File: config.mk
export PLATFORM = sky130hd
export DESIGN_NAME = pulse_xfer_sched
export DESIGN_NICKNAME = d
export VERILOG_FILES = /design/src/rtl/pulse_xfer_sched_pkg.sv /design/src/rtl/pulse_xfer_sched_rr_arbiter.sv /design/src/rtl/pulse_xfer_sched.sv
export SDC_FILE = /design/constraint.sdc
export NUM_CORES = 1
export LEC_CHECK = 0
export BUFFER_PORTS_ARGS = -buffer_cell sky130_fd_sc_hd__buf_4
export CAP_MARGIN = 20
export CELL_PAD_IN_SITES_DETAIL_PLACEMENT = 1
export CELL_PAD_IN_SITES_GLOBAL_PLACEMENT = 2
export CORE_UTILIZATION = 39
export DETAILED_ROUTE_END_ITERATION = 8
export PLACE_DENSITY_LB_ADDON = 0.1
export SETUP_SLACK_MARGIN = 0.2
export SLEW_MARGIN = 20
export SYNTH_ARGS = -nofsm -noshare
export SYNTH_HDL_FRONTEND = slang
export SYNTH_SLANG_ARGS = --single-unit
File: constraint.sdc
create_clock -name clk -period 4.8 [get_ports clk]
set_input_delay 0.72 -clock clk [delete_from_list [all_inputs] [get_ports clk]]
set_output_delay 0.72 -clock clk [all_outputs]
set_load 0.005 [all_outputs]
File: src/rtl/pulse_xfer_sched_pkg.sv
// Shared definitions for the pulse transfer scheduler: FSM state encoding,
// default ID width and the timer-width helper.
package pulse_xfer_pkg;

    typedef enum logic [1:0] {
        ST_IDLE     = 2'd0,
        ST_HOLD     = 2'd1,
        ST_WAIT_ACK = 2'd2,
        ST_GAP      = 2'd3
    } xfer_state_e;

    localparam int N_REQ_DFLT = 4;
    localparam int ID_W       = $clog2(N_REQ_DFLT);

    // The timer only ever holds (length - 1), so clog2 of the largest length suffices.
    function automatic int tmr_width(input int hold_cyc, input int gap_cyc, input int ack_tmo);
        int m;
        m = hold_cyc;
        if (gap_cyc > m) begin
            m = gap_cyc;
        end
        if (ack_tmo > m) begin
            m = ack_tmo;
        end
        return (m < 2) ? 1 : $clog2(m);
    endfunction

endpackage

File: src/rtl/pulse_xfer_sched_rr_arbiter.sv
// Combinational round-robin arbiter: picks the first asserted request
// strictly after the pointer position, wrapping around.
module rr_arbiter
    import pulse_xfer_pkg::*;
#(
    parameter int N_REQ = 4,
    parameter int IDX_W = $clog2(N_REQ)
) (
    input  logic [N_REQ-1:0] req_i,
    input  logic [IDX_W-1:0] ptr_i,
    output logic [N_REQ-1:0] gnt_o,
    output logic [IDX_W-1:0] idx_o,
    output logic             any_o
);

    int               pos_s;
    logic [IDX_W-1:0] pos_idx_s;
    logic             found_s;

    // Scan from ptr+1 around the ring and take the first pending requester
    always_comb begin
        gnt_o     = '0;
        idx_o     = '0;
        found_s   = 1'b0;
        pos_s     = 0;
        pos_idx_s = '0;
        for (int i = 1; i <= N_REQ; i++) begin
            pos_s     = (int'(ptr_i) + i) % N_REQ;
            pos_idx_s = IDX_W'(pos_s);
            if (!found_s && req_i[pos_idx_s]) begin
                found_s           = 1'b1;
                gnt_o[pos_idx_s]  = 1'b1;
                idx_o             = pos_idx_s;
            end else begin
                found_s = found_s;
            end
        end
        any_o = found_s;
    end

endmodule

File: src/rtl/pulse_xfer_sched.sv
// Source-domain scheduler sharing one pulse synchronizer among N_REQ
// requesters. Pending events are counted per requester, granted round-robin,
// and emitted as a stretched pulse plus ID followed by a guard gap.
// Optional feature macro: PULSE_XFER_ACK_EN adds ack_i and a WAIT_ACK state
// with timeout strobe on tmo_o.
module pulse_xfer_sched
    import pulse_xfer_pkg::*;
#(
    parameter int N_REQ    = 4,
    parameter int CNT_W    = 3,
    parameter int HOLD_CYC = 3,
    parameter int GAP_CYC  = 2,
    parameter int ACK_TMO  = 16
) (
    input  logic                     clk,
    input  logic                     rst_n,
    input  logic [N_REQ-1:0]         req_i,
    input  logic                     clr_ovf_i,
`ifdef PULSE_XFER_ACK_EN
    input  logic                     ack_i,
`endif
    output logic                     xfer_pulse_o,
    output logic [$clog2(N_REQ)-1:0] xfer_id_o,
    output logic                     busy_o,
    output logic [N_REQ-1:0]         pend_o,
    output logic [N_REQ-1:0]         ovf_o,
    output logic                     tmo_o
);

    localparam int IDX_W = $clog2(N_REQ);
    localparam int TMR_W = tmr_width(HOLD_CYC, GAP_CYC, ACK_TMO);

    localparam logic [CNT_W-1:0] CNT_MAX   = {CNT_W{1'b1}};
    localparam logic [TMR_W-1:0] HOLD_LOAD = TMR_W'(HOLD_CYC - 1);
    localparam logic [TMR_W-1:0] GAP_LOAD  = TMR_W'((GAP_CYC > 0) ? GAP_CYC - 1 : 0);
    // With no guard gap the FSM returns straight to arbitration after the pulse.
    localparam xfer_state_e      POST_ST   = (GAP_CYC > 0) ? ST_GAP : ST_IDLE;
`ifdef PULSE_XFER_ACK_EN
    localparam logic [TMR_W-1:0] ACK_LOAD  = TMR_W'((ACK_TMO > 0) ? ACK_TMO - 1 : 0);
`endif

    xfer_state_e      state_q, state_d;
    logic             pulse_q, pulse_d;
    logic [IDX_W-1:0] id_q, id_d;
    logic [IDX_W-1:0] ptr_q, ptr_d;
    logic [TMR_W-1:0] tmr_q, tmr_d;
    logic             tmo_q, tmo_d;
    logic [N_REQ-1:0] ovf_q, ovf_d;
    logic [CNT_W-1:0] cnt_q [N_REQ];
    logic [CNT_W-1:0] cnt_d [N_REQ];

    logic [N_REQ-1:0] nz_s;
    logic [N_REQ-1:0] arb_gnt_s;
    logic [IDX_W-1:0] arb_idx_s;
    logic             arb_any_s;
    logic             grant_fire_s;
    logic [N_REQ-1:0] dec_s;
    logic [N_REQ-1:0] ovf_set_s;

    rr_arbiter #(
        .N_REQ (N_REQ),
        .IDX_W (IDX_W)
    ) u_arb (
        .req_i (nz_s),
        .ptr_i (ptr_q),
        .gnt_o (arb_gnt_s),
        .idx_o (arb_idx_s),
        .any_o (arb_any_s)
    );

    assign dec_s = grant_fire_s ? arb_gnt_s : {N_REQ{1'b0}};

    for (genvar k = 0; k < N_REQ; k++) begin : g_cnt
        logic [CNT_W-1:0] nxt_s;
        logic             sat_s;

        // Saturating pending-event counter; a simultaneous event and grant cancel out
        always_comb begin
            nxt_s = cnt_q[k];
            sat_s = 1'b0;
            if (req_i[k] && !dec_s[k]) begin
                if (cnt_q[k] == CNT_MAX) begin
                    sat_s = 1'b1;
                end else begin
                    nxt_s = cnt_q[k] + CNT_W'(1);
                end
            end else if (!req_i[k] && dec_s[k]) begin
                nxt_s = cnt_q[k] - CNT_W'(1);
            end else begin
                nxt_s = cnt_q[k];
            end
        end

        assign cnt_d[k]     = nxt_s;
        assign ovf_set_s[k] = sat_s;
        assign nz_s[k]      = (cnt_q[k] != {CNT_W{1'b0}});
    end

    // Clear loses to a fresh overflow on the same bit
    assign ovf_d = (clr_ovf_i ? {N_REQ{1'b0}} : ovf_q) | ovf_set_s;

    // Scheduler FSM: arbitrate, hold the pulse, optionally await ack, then guard gap
    always_comb begin
        state_d      = state_q;
        pulse_d      = pulse_q;
        id_d         = id_q;
        ptr_d        = ptr_q;
        tmr_d        = tmr_q;
        tmo_d        = 1'b0;
        grant_fire_s = 1'b0;
        case (state_q)
            ST_IDLE: begin
                if (arb_any_s) begin
                    grant_fire_s = 1'b1;
                    state_d      = ST_HOLD;
                    pulse_d      = 1'b1;
                    id_d         = arb_idx_s;
                    ptr_d        = arb_idx_s;
                    tmr_d        = HOLD_LOAD;
                end else begin
                    state_d = ST_IDLE;
                end
            end
            ST_HOLD: begin
                if (tmr_q == {TMR_W{1'b0}}) begin
                    pulse_d = 1'b0;
`ifdef PULSE_XFER_ACK_EN
                    state_d = ST_WAIT_ACK;
                    tmr_d   = ACK_LOAD;
`else
                    state_d = POST_ST;
                    tmr_d   = GAP_LOAD;
`endif
                end else begin
                    tmr_d = tmr_q - TMR_W'(1);
                end
            end
            ST_WAIT_ACK: begin
`ifdef PULSE_XFER_ACK_EN
                if (ack_i) begin
                    state_d = POST_ST;
                    tmr_d   = GAP_LOAD;
                end else if (tmr_q == {TMR_W{1'b0}}) begin
                    tmo_d   = 1'b1;
                    state_d = POST_ST;
                    tmr_d   = GAP_LOAD;
                end else begin
                    tmr_d = tmr_q - TMR_W'(1);
                end
`else
                state_d = ST_IDLE;
`endif
            end
            ST_GAP: begin
                if (tmr_q == {TMR_W{1'b0}}) begin
                    state_d = ST_IDLE;
                end else begin
                    tmr_d = tmr_q - TMR_W'(1);
                end
            end
            default: begin
                state_d = ST_IDLE;
                pulse_d = 1'b0;
            end
        endcase
    end

    // State, counters and flags; reset discards any in-flight and pending events
    always_ff @(posedge clk) begin
        if (!rst_n) begin
            state_q <= ST_IDLE;
            pulse_q <= 1'b0;
            id_q    <= {IDX_W{1'b0}};
            ptr_q   <= IDX_W'(N_REQ - 1);
            tmr_q   <= {TMR_W{1'b0}};
            tmo_q   <= 1'b0;
            ovf_q   <= {N_REQ{1'b0}};
            for (int k = 0; k < N_REQ; k++) begin
                cnt_q[k] <= {CNT_W{1'b0}};
            end
        end else begin
            state_q <= state_d;
            pulse_q <= pulse_d;
            id_q    <= id_d;
            ptr_q   <= ptr_d;
            tmr_q   <= tmr_d;
            tmo_q   <= tmo_d;
            ovf_q   <= ovf_d;
            cnt_q   <= cnt_d;
        end
    end

    assign xfer_pulse_o = pulse_q;
    assign xfer_id_o    = id_q;
    assign busy_o       = (state_q != ST_IDLE);
    assign pend_o       = nz_s;
    assign ovf_o        = ovf_q;
    assign tmo_o        = tmo_q;

endmodule

After elaboration in Yosys (flattened, before gate mapping)
Index checks and enable logic that the tools add are counted.
{"block": "word_totals", "romBits": 0, "latch_bits": 0, "register_bits": 27, "mem_count": 0, "inputBits": 7, "out_inout_bits": 13, "ramBits": 0}
{"block": "op_classes", "order_cmp": 8, "bitwise_logic": 4, "n_reduce_logical": 47, "n_eq_ne": 15, "n_shift": 0, "multipliers": 0, "n_div": 0, "muxes": 63, "addsub": 13}
{"operator": "3-bit 2-to-1 mux", "n": 12}
{"operator": "4-bit 2-to-1 mux", "n": 9}
{"operator": "1-bit 2-to-1 mux", "n": 25}
{"operator": "2-bit != test, second input constant", "n": 8}
{"operator": "4-bit OR", "n": 4}
{"operator": "1-bit logical AND", "n": 15}
{"operator": "3-bit nonzero test", "n": 5}
{"operator": "3-bit by 1-bit adder with 3-bit output, second input constant", "n": 4}
{"operator": "3-bit == test, second input constant", "n": 4}
{"operator": "2-bit by 3-bit less-than comparator with 1-bit output, second input constant", "n": 4}
{"operator": "2-bit 2-to-1 mux", "n": 6}
{"operator": "4-bit one-hot mux with 3 select lines", "n": 1}
{"operator": "2-bit AND reduction", "n": 6}
{"operator": "2-bit nonzero test", "n": 6}
{"operator": "3-bit by 1-bit subtractor with 3-bit output, second input constant", "n": 4}
{"operator": "1-bit zero test", "n": 11}
{"operator": "1-bit binary-select mux with 2-bit select", "n": 4}
{"operator": "1-bit demux with 2-bit select", "n": 4}
{"operator": "2-bit by 1-bit greater-or-equal comparator with 1-bit output, second input constant", "n": 4}
{"operator": "2-bit one-hot mux with 4 select lines", "n": 1}
{"operator": "3-bit AND reduction", "n": 2}
{"operator": "2-bit by 1-bit adder with 2-bit output, second input constant", "n": 2}
{"operator": "2-bit adder, second input constant", "n": 2}
{"operator": "2-bit == test, second input constant", "n": 2}
{"operator": "5 further kinds", "n": 5}

Longest topological paths before layout
{"block": "depth", "depth_word": 20, "ltp_mapped": 12, "depth_no_buf": 11}

Modules after synthesis
Synthesis repeated with hierarchy kept, for this count alone.
{"block": "hier_totals", "hier_cells": 254, "hier_area_um2": 2060.7}
{"mod": "pulse_xfer_sched", "cells_per_inst": 168, "area_per_inst_um2": 1431.4, "instances": 1}
{"mod": "rr_arbiter", "cells_per_inst": 86, "area_per_inst_um2": 629.4, "instances": 1}

Worst setup path before layout
Ideal clock, no wire load.
{"block": "synth_path", "path_type": "register to register", "start": "register ptr_q[0]", "end": "register cnt_q[11] (netlist name)", "setup_time_ns": 0.072, "required_ns": 4.728, "t_arrival_ns": 2.965, "path_slack_ns": 1.764, "synth_period_minus_slack_ns": 3.036, "path_buffers": 1, "path_stages_with_launch": 12, "cell_sequence": "dfxtp_1 > buf_2 > inv_1 > ha_1 > mux4_2 > a221oi_2 > o22ai_2 > nand2b_1 > fa_1 > and3_1 > mux2i_1 > mux2i_1"}
{"block": "synth_via", "elab_chain_len": 20, "word_cells_on_any_way": 59, "classes_between": "4 x add/sub; 8 x order compare; 1 x eq/ne; 28 x mux; 3 x bitwise; 15 x reduce/logical"}
{"item": "from (decl)", "line": "pulse_xfer_sched.sv:45", "text": "logic [IDX_W-1:0] ptr_q, ptr_d;"}
{"item": "from (signal assigned)", "line": "pulse_xfer_sched.sv:174", "text": "ptr_q <= IDX_W'(N_REQ - 1);"}
{"item": "from (signal assigned)", "line": "pulse_xfer_sched.sv:185", "text": "ptr_q <= ptr_d;"}
{"item": "branches (longest 15 deep; another with 2-bit by 3-bit less-than comparator with 1-bit output)"}
{"item": "4-bit 2-to-1 mux (*)", "line": "pulse_xfer_sched.sv:71", "text": "assign dec_s = grant_fire_s ? arb_gnt_s : {N_REQ{1'b0}};"}
{"item": "1-bit zero test", "line": "pulse_xfer_sched.sv:81", "text": "if (req_i[k] && !dec_s[k]) begin"}
{"item": "1-bit logical AND", "line": "pulse_xfer_sched.sv:81"}
{"item": "2-bit != test (no line) / 2-bit nonzero test (equally long branches)"}
{"item": "2-bit AND reduction (no line)"}
{"item": "to (signal, indexed assignment)", "line": "pulse_xfer_sched.sv:179", "text": "cnt_q[k] <= {CNT_W{1'b0}};"}
{"item": "to (signal assigned)", "line": "pulse_xfer_sched.sv:189", "text": "cnt_q <= cnt_d;"}
{"item": "to (decl)", "line": "pulse_xfer_sched.sv:49", "text": "logic [CNT_W-1:0] cnt_q [N_REQ];"}
Every way passes the cells marked *. The select of a mux whose other input is x is not followed.
A chain may end at the register's enable or synchronous reset.

Worst setup path in the final report
Same ends and word-level chain as after synthesis.

==> impl_results.md <==
* Status: complete, no violations
* HP Start: xfer_pulse_o
* Fillers at 589
* Clk_lat worst skew at 280 ps
* Seq cells post-synth at 27
* Clk slew on worst S/H paths at 100 ps
* Synth area leader: dfxtp_1
* Place WS at 1300 ps
* YS warnings at 0
* Root Buffer: clkbuf_8
* Most frequent cells in the layout: nand2_1 (34), dfxtp_1 (27), buf_4 (18)
* Slew Viols, Final at 0
* Ranking of synthesized cells by area: dfxtp_1 (27%), mux2i_1 (8.4%), nand2_1 (6.3%)
* CP max FO at 15
* Least-Margin Pin Slew at 591 ps
* Worst hold path type: flip-flop to flip-flop
* Arrival time at the worst endpoint at 3760 ps
* Drt first pass iters at 4
* CTS sink cnt at 27
* Share of the synthesized area in the top cell type at 26.7%
* Initial Util at 41.8%
* Final WL at 4810 microns
* Via count at 1665
* Nets at 261
* Area grow syn2layout at 11.5%
* # resized after CTS at 0
* Fraction of registers with async set/reset at 0%
* DRC viols at 0
* RSZ-0062 raised after global routing: no
* Mapped Nets at 245
* Mapped Cells at 224
* Critical Path Source: ptr_q[0]
* Post-route cell area at 0.00226 sq mm
* Ports at 20
* CTS H-Tree Depth at 1
* Post-CTS Setup Repair Bufs at 0
* Largest net degree at the start of global routing at 39
* Antenna diodes at 0
* Required @ worst endpoint at 5020 ps
* Reg2reg start: ptr_q[0]
* Congestion Overflow GR at 0
* Final HPWL DP at 3600 microns
* Library cells used by synthesis at 49
* All-layer global routing usage at 19.1%
* Avg WL per Cell at 15.7 microns
* Share of cells above drive strength 1 at 20.5%
* Die W at 74.1 microns
* Hold Path Depth at 2
* DR iter-0 viols at 105
* Pleak at 0.000974 uW
* Placed inst area at 0.00221 sq mm
* CP Cell Sequence: inv_1 -> ha_1 -> mux4_2 -> a221oi_2 -> o22ai_2 -> nand2b_1 -> fa_1 -> and3_1 -> mux2i_1 -> mux2i_1
* Synthesized area at 0.00203 sq mm
* Global-route wire length before repair at 8140 microns
* Most common flop cell mapped by yosys: dfxtp_1
* Cts hold-fix bufs at 0
* Avg Inst Size Synth at 9.05 sq um
* Number of global-route vias before repair at 1714
* Setup violators final at 0
* Post-synth EDFFs at 0
* Inserted Clock Buffers at 3
* PD cells at 710 mW/mm^2
* R2R setup slack at 1260 ps
* Cell mode on critical path: mux2i_1
* Fin. Hold Viols at 0
* Max-cap viol count at 0
* WP buf/inv at 1
* Placer Congestion at 0.809
* Worst r2r dst: cnt_q[11]
* CP Class: flip-flop to flip-flop
* Worst setup SP type: flip-flop
* Die Area at 0.00549 sq mm
* Worst path max stage delay at 660 ps
* Drt via density at 5.44
* Port bufs at 18
* # rows at 25
* Most common cell after layout, fill and taps aside: nand2_1
* CP delay by family, top: adder cells
* Setup TNS at 0 ps
* Hold Path End: xfer_pulse_o
* CTS tree: built
* Clock Skews at 7.78 ps
* Max Freq at 282 MHz
* Peak VDD IR at 0.000283 V
* Critical-path top delay cell: dfxtp_1
* Final critical-path required period at 3540 ps
* Sequential fraction of the synthesis area at 26.7%
* Period utilisation layout at 73.8%
* Normalized max-slew margin at 60.3%
* Cells on worst reg2reg path at 10
* Area of the core at 0.00485 sq mm
* Final ANT Viol Nets at 0
* Initial antenna violation count at 0
* Crit end category: flip-flop
* Vert. Die Dim at 74.1 microns
* Clock Tree Buf Depth at 2
* Slack of the critical path at 1260 ps
Yosys cell counts, drive strengths merged (2+ instances only):
cell    count
o21ai      12
nand2b     12
ha         10
clkbuf      5
o22ai       5
nor2b       5
nor3b       5
fa          4
and3        6
nor2       13
a221oi      4
or2         3
inv         8
nand3       7
nand4       3
dfxtp      27
mux2i      17
nand2      34
o21a        6
buf         2
nor3        6
and2        3
mux2        4
a31oi       2
xor2        3
mux4        4
per-layer routing:
metal	routed length [microns]	global-route usage, %
met2	2470	33.3
met1	2220	24.6
met4	51	5.56
met3	70	2.71
met5	0	0
area by class of cell:
type	instances	area (sq um)	share of cell area, %
Clock buffer	4	45.0	1.99
Multi-Input combinational cell	182	1420	63.0
Inverter	8	32.5	1.44
Sequential cell	27	541	23.9
Tap cell	67	83.8	3.71
Timing Repair Buffer	18	135	5.98
power by group:
group          switching [uW]  total [uW]  internal [uW]
logic                     588        1080            489
clock network            73.1         133           59.6
registers                 100         396            296
stage by stage:
stage / utilization [%] / cells / total power, uW / hold WS (ps)
final: 46.6 / 306 / 1610 / 483
after global routing: 46.6 / 306 / 1750 / 515
after CTS: 46.6 / 306 / 1620 / 488
after detailed placement: 45.7 / 302 / 1480 / 465
after global placement: 45.7 / 302 / 1420 / 461
after floorplan: - / 224 / 1210 / 460
logic make-up (layout without fill, tap and decap cells):
| kind of cell | count (synthesis) | count (layout) | synth area share (%) |
|---|---|---|---|
| AND/OR/NAND/NOR | 101 | 101 | 27.0 |
| adder cells (fa/ha/maj) | 14 | 14 | 10.1 |
| multiplexers | 25 | 25 | 16.0 |
| buffers and inverters | 15 | 30 | 3.15 |
| flip-flops | 27 | 27 | 26.7 |
| AO/OA/AOI/OAI | 37 | 37 | 15.2 |
| other | 1 | 1 | 0.185 |
| XOR/XNOR | 4 | 4 | 1.73 |
registers in the layout, summed over array words and instances, names as in the netlist:
signal,count
cnt_q,12
ovf_o,4
tmr_q,4
ptr_q,2
state_q,2
xfer_id_o,2
xfer_pulse_o,1
worst min-delay path: stages (launching register included):
cell and delay, ps:
dfxtp_1 320, nand2_1 50, a21boi_0 70
how the worst max path moves through the flow:
stage          slack [ps]  depth (start not counted)        end
6_report             1260                         10  cnt_q[11]
5_1_grt               960                         10  cnt_q[11]
4_1_cts              1270                         10   cnt_q[8]
3_5_place_dp         1300                         10   cnt_q[8]
3_3_place_gp         1470                         10   cnt_q[8]
2_1_floorplan        1760                         11  cnt_q[11]
No activity file was read; power rests on OpenSTA's default activity.
